<file path="src/rtl/modulus_counter_pkg.sv">
// Shared constants and helpers for the modulus_counter timebase.
// Optional feature macro: MODULUS_COUNTER_WRAP_CNT_EN (adds the wrap counter).
package modulus_counter_pkg;

  localparam int DEFAULT_WIDTH   = 6;
  localparam int DEFAULT_MODULUS = 60;

  // Width of the optional saturating wrap counter.
  localparam int WRAP_CNT_W = 16;

  // Smallest register width able to hold MODULUS distinct states.
  function automatic int clog2_min(input int modulus);
    int w;
    w = 0;
    while ((w < 31) && ((32'sd1 <<< w) < modulus)) begin
      w++;
    end
    return w;
  endfunction

endpackage : modulus_counter_pkg

</file>
<file path="src/rtl/modulus_counter.sv">
// Free-running modulo-MODULUS up-counter (default mod-60, 6 bits) with a
// combinational terminal-count flag. Driven only by clk and an asynchronous
// active-low reset. Any out-of-range count recovers to 0 on the next edge.
// Optional feature macro: MODULUS_COUNTER_WRAP_CNT_EN adds a 16-bit
// saturating count of MODULUS-1 -> 0 wraps since reset.
module modulus_counter
  import modulus_counter_pkg::*;
#(
  parameter int WIDTH   = DEFAULT_WIDTH,
  parameter int MODULUS = DEFAULT_MODULUS
) (
  input  logic                  clk,
  input  logic                  rst,
  output logic [WIDTH-1:0]      count,
  output logic                  tc
`ifdef MODULUS_COUNTER_WRAP_CNT_EN
  ,
  output logic [WRAP_CNT_W-1:0] wrap_cnt
`endif
);

  // Reject configurations whose state space does not fit the register.
  if ((MODULUS < 2) || (MODULUS > (1 << WIDTH)) || (WIDTH < clog2_min(MODULUS))) begin : g_param_check
    $fatal(1, "modulus_counter: illegal MODULUS=%0d for WIDTH=%0d", MODULUS, WIDTH);
  end

  // Last legal count, held one bit wider so MODULUS == 2**WIDTH still fits.
  localparam logic [WIDTH:0] LAST = (WIDTH+1)'(MODULUS - 1);

  logic [WIDTH:0]   count_ext;
  logic [WIDTH:0]   count_inc;
  logic [WIDTH-1:0] count_d;

  // Next-state: increment WIDTH+1 wide, wrap (or recover) to 0 at/above LAST.
  always_comb begin
    // NOTE: every combinational output gets a default first, so no path can
    // leave it unassigned and infer a latch.
    count_ext = {1'b0, count};
    count_inc = count_ext + {{WIDTH{1'b0}}, 1'b1};
    count_d   = count_inc[WIDTH-1:0];
    // >= rather than == so an upset into an illegal state self-clears; the
    // carry term is redundant for legal states but never lets a wrapped-around
    // sum through.
    if ((count_ext >= LAST) || count_inc[WIDTH]) begin
      count_d = '0;
    end
  end

  // Count register; reset clears it immediately without a clock.
  always_ff @(posedge clk or negedge rst) begin
    // NOTE: state is updated with non-blocking assignments so every register
    // samples pre-edge values, independent of process ordering.
    if (!rst) begin
      count <= '0;
    end else begin
      count <= count_d;
    end
  end

  // Terminal count decode: high for the single cycle spent at MODULUS-1.
  assign tc = (count_ext == LAST);

`ifdef MODULUS_COUNTER_WRAP_CNT_EN
  logic [WRAP_CNT_W-1:0] wrap_q;

  // Wrap tracker: tc marks the cycle whose closing edge wraps to 0; saturates.
  always_ff @(posedge clk or negedge rst) begin
    if (!rst) begin
      wrap_q <= '0;
    end else if (tc && (wrap_q != {WRAP_CNT_W{1'b1}})) begin
      wrap_q <= wrap_q + {{(WRAP_CNT_W-1){1'b0}}, 1'b1};
    end
  end

  assign wrap_cnt = wrap_q;
`endif

endmodule : modulus_counter

</file>
<file path="config.mk">
export PLATFORM = sky130hd
export DESIGN_NAME = modulus_counter
export DESIGN_NICKNAME = d
export VERILOG_FILES = /design/src/rtl/modulus_counter_pkg.sv /design/src/rtl/modulus_counter.sv
export SDC_FILE = /design/constraint.sdc
export NUM_CORES = 1
export LEC_CHECK = 0
export ABC_AREA = 0
export BUFFER_PORTS_ARGS = -buffer_cell sky130_fd_sc_hd__buf_2
export CORE_AREA = 2 2 39 41
export DETAILED_ROUTE_END_ITERATION = 7
export DIE_AREA = 0 0 41 43
export GPL_TIMING_DRIVEN = 0
export MAX_ROUTING_LAYER = met4
export PLACE_DENSITY_LB_ADDON = 0.08
export SYNTH_ARGS = -nofsm -noshare
export SYNTH_HDL_FRONTEND = slang
export SYNTH_SLANG_ARGS = --single-unit
export TNS_END_PERCENT = 20
</file>
<file path="constraint.sdc">
create_clock -name clk -period 1.4 [get_ports clk]
set_input_delay 0.14 -clock clk [delete_from_list [all_inputs] [get_ports clk]]
set_output_delay 0.14 -clock clk [all_outputs]
set_load 0.1 [all_outputs]
</file>
# After elaboration in Yosys (flattened, before gate mapping)
# Cells that the tools add are included.
# op_classes
add_sub_neg	1
order_cmp	1
n_eq_ne	1
mux	1
reduce_logical	1
# ops
operator	n
6-bit by 1-bit adder with 7-bit output (second input constant)	1
6-bit == test (second input constant)	1
6-bit >= comparator (second input constant)	1
6-bit two-way mux	1
1-bit logical OR	1
# totals
reg_bits	6
inputBits	2
out_inout_bits	7
elab_cells	6

# Longest topological paths before layout
# depth
ltp_word	3
mapped_depth	4

# Worst setup path before layout
# No wires, ideal clock.
# synth_path
kind	reg-to-output
from	register count[0]
to	output tc
arrival_ps	3568
required_ps	1260
slack_ps	-2308
stages_incl_launch_ff	3
cell_sequence	dfrtp_1 > ha_1 > nor3b_1
# synth_between
elab_chain_cells	1
# synth_lines
item	line_no	rtl
start: declaration	modulus_counter.sv:14	output logic [WIDTH-1:0] count,
start signal: assignment	modulus_counter.sv:56	count <= count_d;
6-bit == test	modulus_counter.sv:61	assign tc = (count_ext == LAST);
end: declaration	modulus_counter.sv:15	output logic tc
# Every way passes these cells.

# Worst setup path after layout
# Same ends and word-level chain as after synthesis.

==> metrics <==
outcome=finished, final reports clean; part of the Yosys area used for sequential elements=52.63%; Die ar.=~1800 sq um; via total after detailed routing=around 250; GR Util met3=~4.7%; Mean Syn Cell Area=around 11 sq um; Yosys top cell by area=dfrtp_1; pin count of the biggest net entering global routing=7; Clock Latency Late Sink=250 ps; Worst-path clk slew=around 50 ps; worst hold path class=input port to async pin; fillers=around 150; xor and xnor fraction of the mapped netlist area=9.211%; fin. max-slew vios=0; Crit path arrival time=between 1000 and 1500 ps; total track usage=around 10%; Netlist cell types=13; largest family of logic cells by synthesized area=simple AND/OR/NAND/NOR gates; clock skew=about 4.5 ps; initial antenna violation count=0; mapped cell area=285.3 sq um; Die Span X=between 40 and 50 microns; Tcrit/Tclk final=98.08%; Routed Antenna Nets=0; Worst-Margin Slew=between 400 and 500 ps; DP HPWL=about 450 microns; drt wl/cell=11.66 microns; drt total wl=676 microns; htree depth=1; Synth area leaders=dfrtp_1, xor2_1, ha_1; Top Registers=count: 6 flops; first-pass GRT wire length=1014 microns; CTS Sinks=6; final net count=48; max cap viols=0; root buffer cell=clkbuf_4; compound-gate portion of the synthesized area=3.070%; Max rail drop VDD=around 380 uV; pwr/cell area=around 700 nW/um^2; met2 usage=13.13%; min Tclk post-route=roughly 1400 ps; fmax=roughly 730 MHz; Iter 0 DRT Violations=3; critical path class=flip-flop to output pin; Final Hold Viols=0; Final Power=0.0003502 W; post-synthesis simple-gate area fraction=between 20% and 30%; leak pwr=roughly 0.20 nW; met1 usage=~9.1%; fraction of the mapped netlist area in adder cells=around 8.8%; Mapped Nets=29; Relative slew margins=67.76%; RSZ-0062 raised after global routing=yes; Top reg by flops=count; GRT overflow=0; largest fanout on the critical path=3; drt via density=approximately 4.2; antenna cell count=0; synthesis-to-layout area growth=80.26%; via count of the first global-routing pass=252; IO Pins=9; Vert. Die Dim=around 43 microns; CP Launch Type=flip-flop; Hold Slack=around 240 ps; flip-flop and latch count after synthesis=6; Detailed Routing Iterations Pass 1=2; # rows=14; I/O Buffers=8; CTS Buf Count=3; Req. time, crit path=1260 ps; CTS tree=yes; CORE AREA=1384 sq um; mux contribution to synthesized area=0%; share of post-route cells with drive strength above 1=69.05%; DRC errors left=0; Starting Density=around a fifth; Setup crit end kind=output pin; Placer Congestion=between 0.6 and 0.7; post-synth top area share=52.63%; CTS Buffer Depth=2; synth warn=0; GRT busiest layer=met2; flop2flop setup slack=~27 ps; setup violators final=0; Post-Syn Instances=25; max reg flops=6
cell usage after synthesis:
cell / n
dfrtp_1: 6
nor2_1: 4
xor2_1: 3
ha_1: 2
nand3_1: 2
and2_1: 1
nand2_1: 1
nand3_2: 1
nor2_2: 1
nor2b_1: 1
nor3_2: 1
nor3b_1: 1
o22a_1: 1
path summary, 6_finish.rpt:
check                      depth (start not counted)            endpoint          startpoint
hold / removal                                     2  count[2]$_DFF_PN0_                 rst
setup reg to reg                                   6  count[1]$_DFF_PN0_  count[1]$_DFF_PN0_
max in group asynchronous                          2  count[3]$_DFF_PN0_                 rst
min in group clk                                   1  count[5]$_DFF_PN0_  count[5]$_DFF_PN0_
setup / recovery                                   3                  tc  count[0]$_DFF_PN0_
hold reg to reg                                    1  count[5]$_DFF_PN0_  count[5]$_DFF_PN0_
cell families (layout without fill, tap and decap cells):
| logic type | after synthesis | after routing |
|---|---|---|
| buffers and inverters | 0 | 17 |
| adders and majority gates | 2 | 2 |
| DFF | 6 | 6 |
| and+or+nand+nor | 13 | 13 |
| AOI/OAI and AO/OA | 1 | 1 |
| xor gates and xnor gates | 3 | 3 |
cell type report:
class	count	area, sq um	share of cell area (%)
Clock buffer	3	22.52	4.380
Sequential cell	6	170.2	33.09
Multi-Input combinational cell	19	195.2	37.96
Tap cell	16	20.02	3.893
Timing Repair Buffer	14	106.4	20.68
worst max-delay path: stages, from the launching register on:
cell     delay, ps
dfrtp_4        490
ha_4           170
nor3b_4        150
buf_12         170
per-layer routing:
metal | part of all wire [%] | wire [microns]
met1 | 40 | 269
met2 | 50 | 337
met3 | 5.3 | 36
met4 | 4.9 | 33
met5 | 0 | 0
layout by cell type (no fill, tap or decap), drive strengths merged:
cell | Yosys | final
clkbuf | 0 | 3
nand3 | 3 | 3
dfrtp | 6 | 6
ha | 2 | 2
nand2 | 1 | 1
xor2 | 3 | 3
o22a | 1 | 1
and2 | 1 | 1
dlygate4sd3 | 0 | 1
nor2 | 5 | 5
buf | 0 | 13
nor3b | 1 | 1
nor3 | 1 | 1
nor2b | 1 | 1
timing repair:
| action | CTS | global route |
|---|---|---|
| pin swaps | 2 | 5 |
| hold endpoints to repair | 6 | 0 |
| gates resized for setup | 5 | 5 |
| setup buffers | 4 | 1 |
| setup endpoints to repair | 1 | 3 |
| hold buffers | 1 | 0 |
through the flow:
stage	cells	setup WS, ps	cell area (sq um)	TNS (ps)	util (%)
5_1_grt	58	-4.957	514.2	-7.426	37.16
4_1_cts	57	8.395	479.2	0	34.63
6_report	58	26.85	514.2	0	37.16
3_5_place_dp	49	56.15	394.1	0	28.48
2_1_floorplan	25	-418.1	334.1	-418.1	-
3_3_place_gp	49	62.21	394.1	0	28.48
report_power, final:
group	leakage, nW	total, W	internal (W)	switching (W)
registers	0.0643	0.000174	0.000174	0
logic	0.118	0.00000663	0.00000284	0.00000378
clock network	0.0138	0.000170	0.0000977	0.0000724
Power figures use the tool's default switching activity.
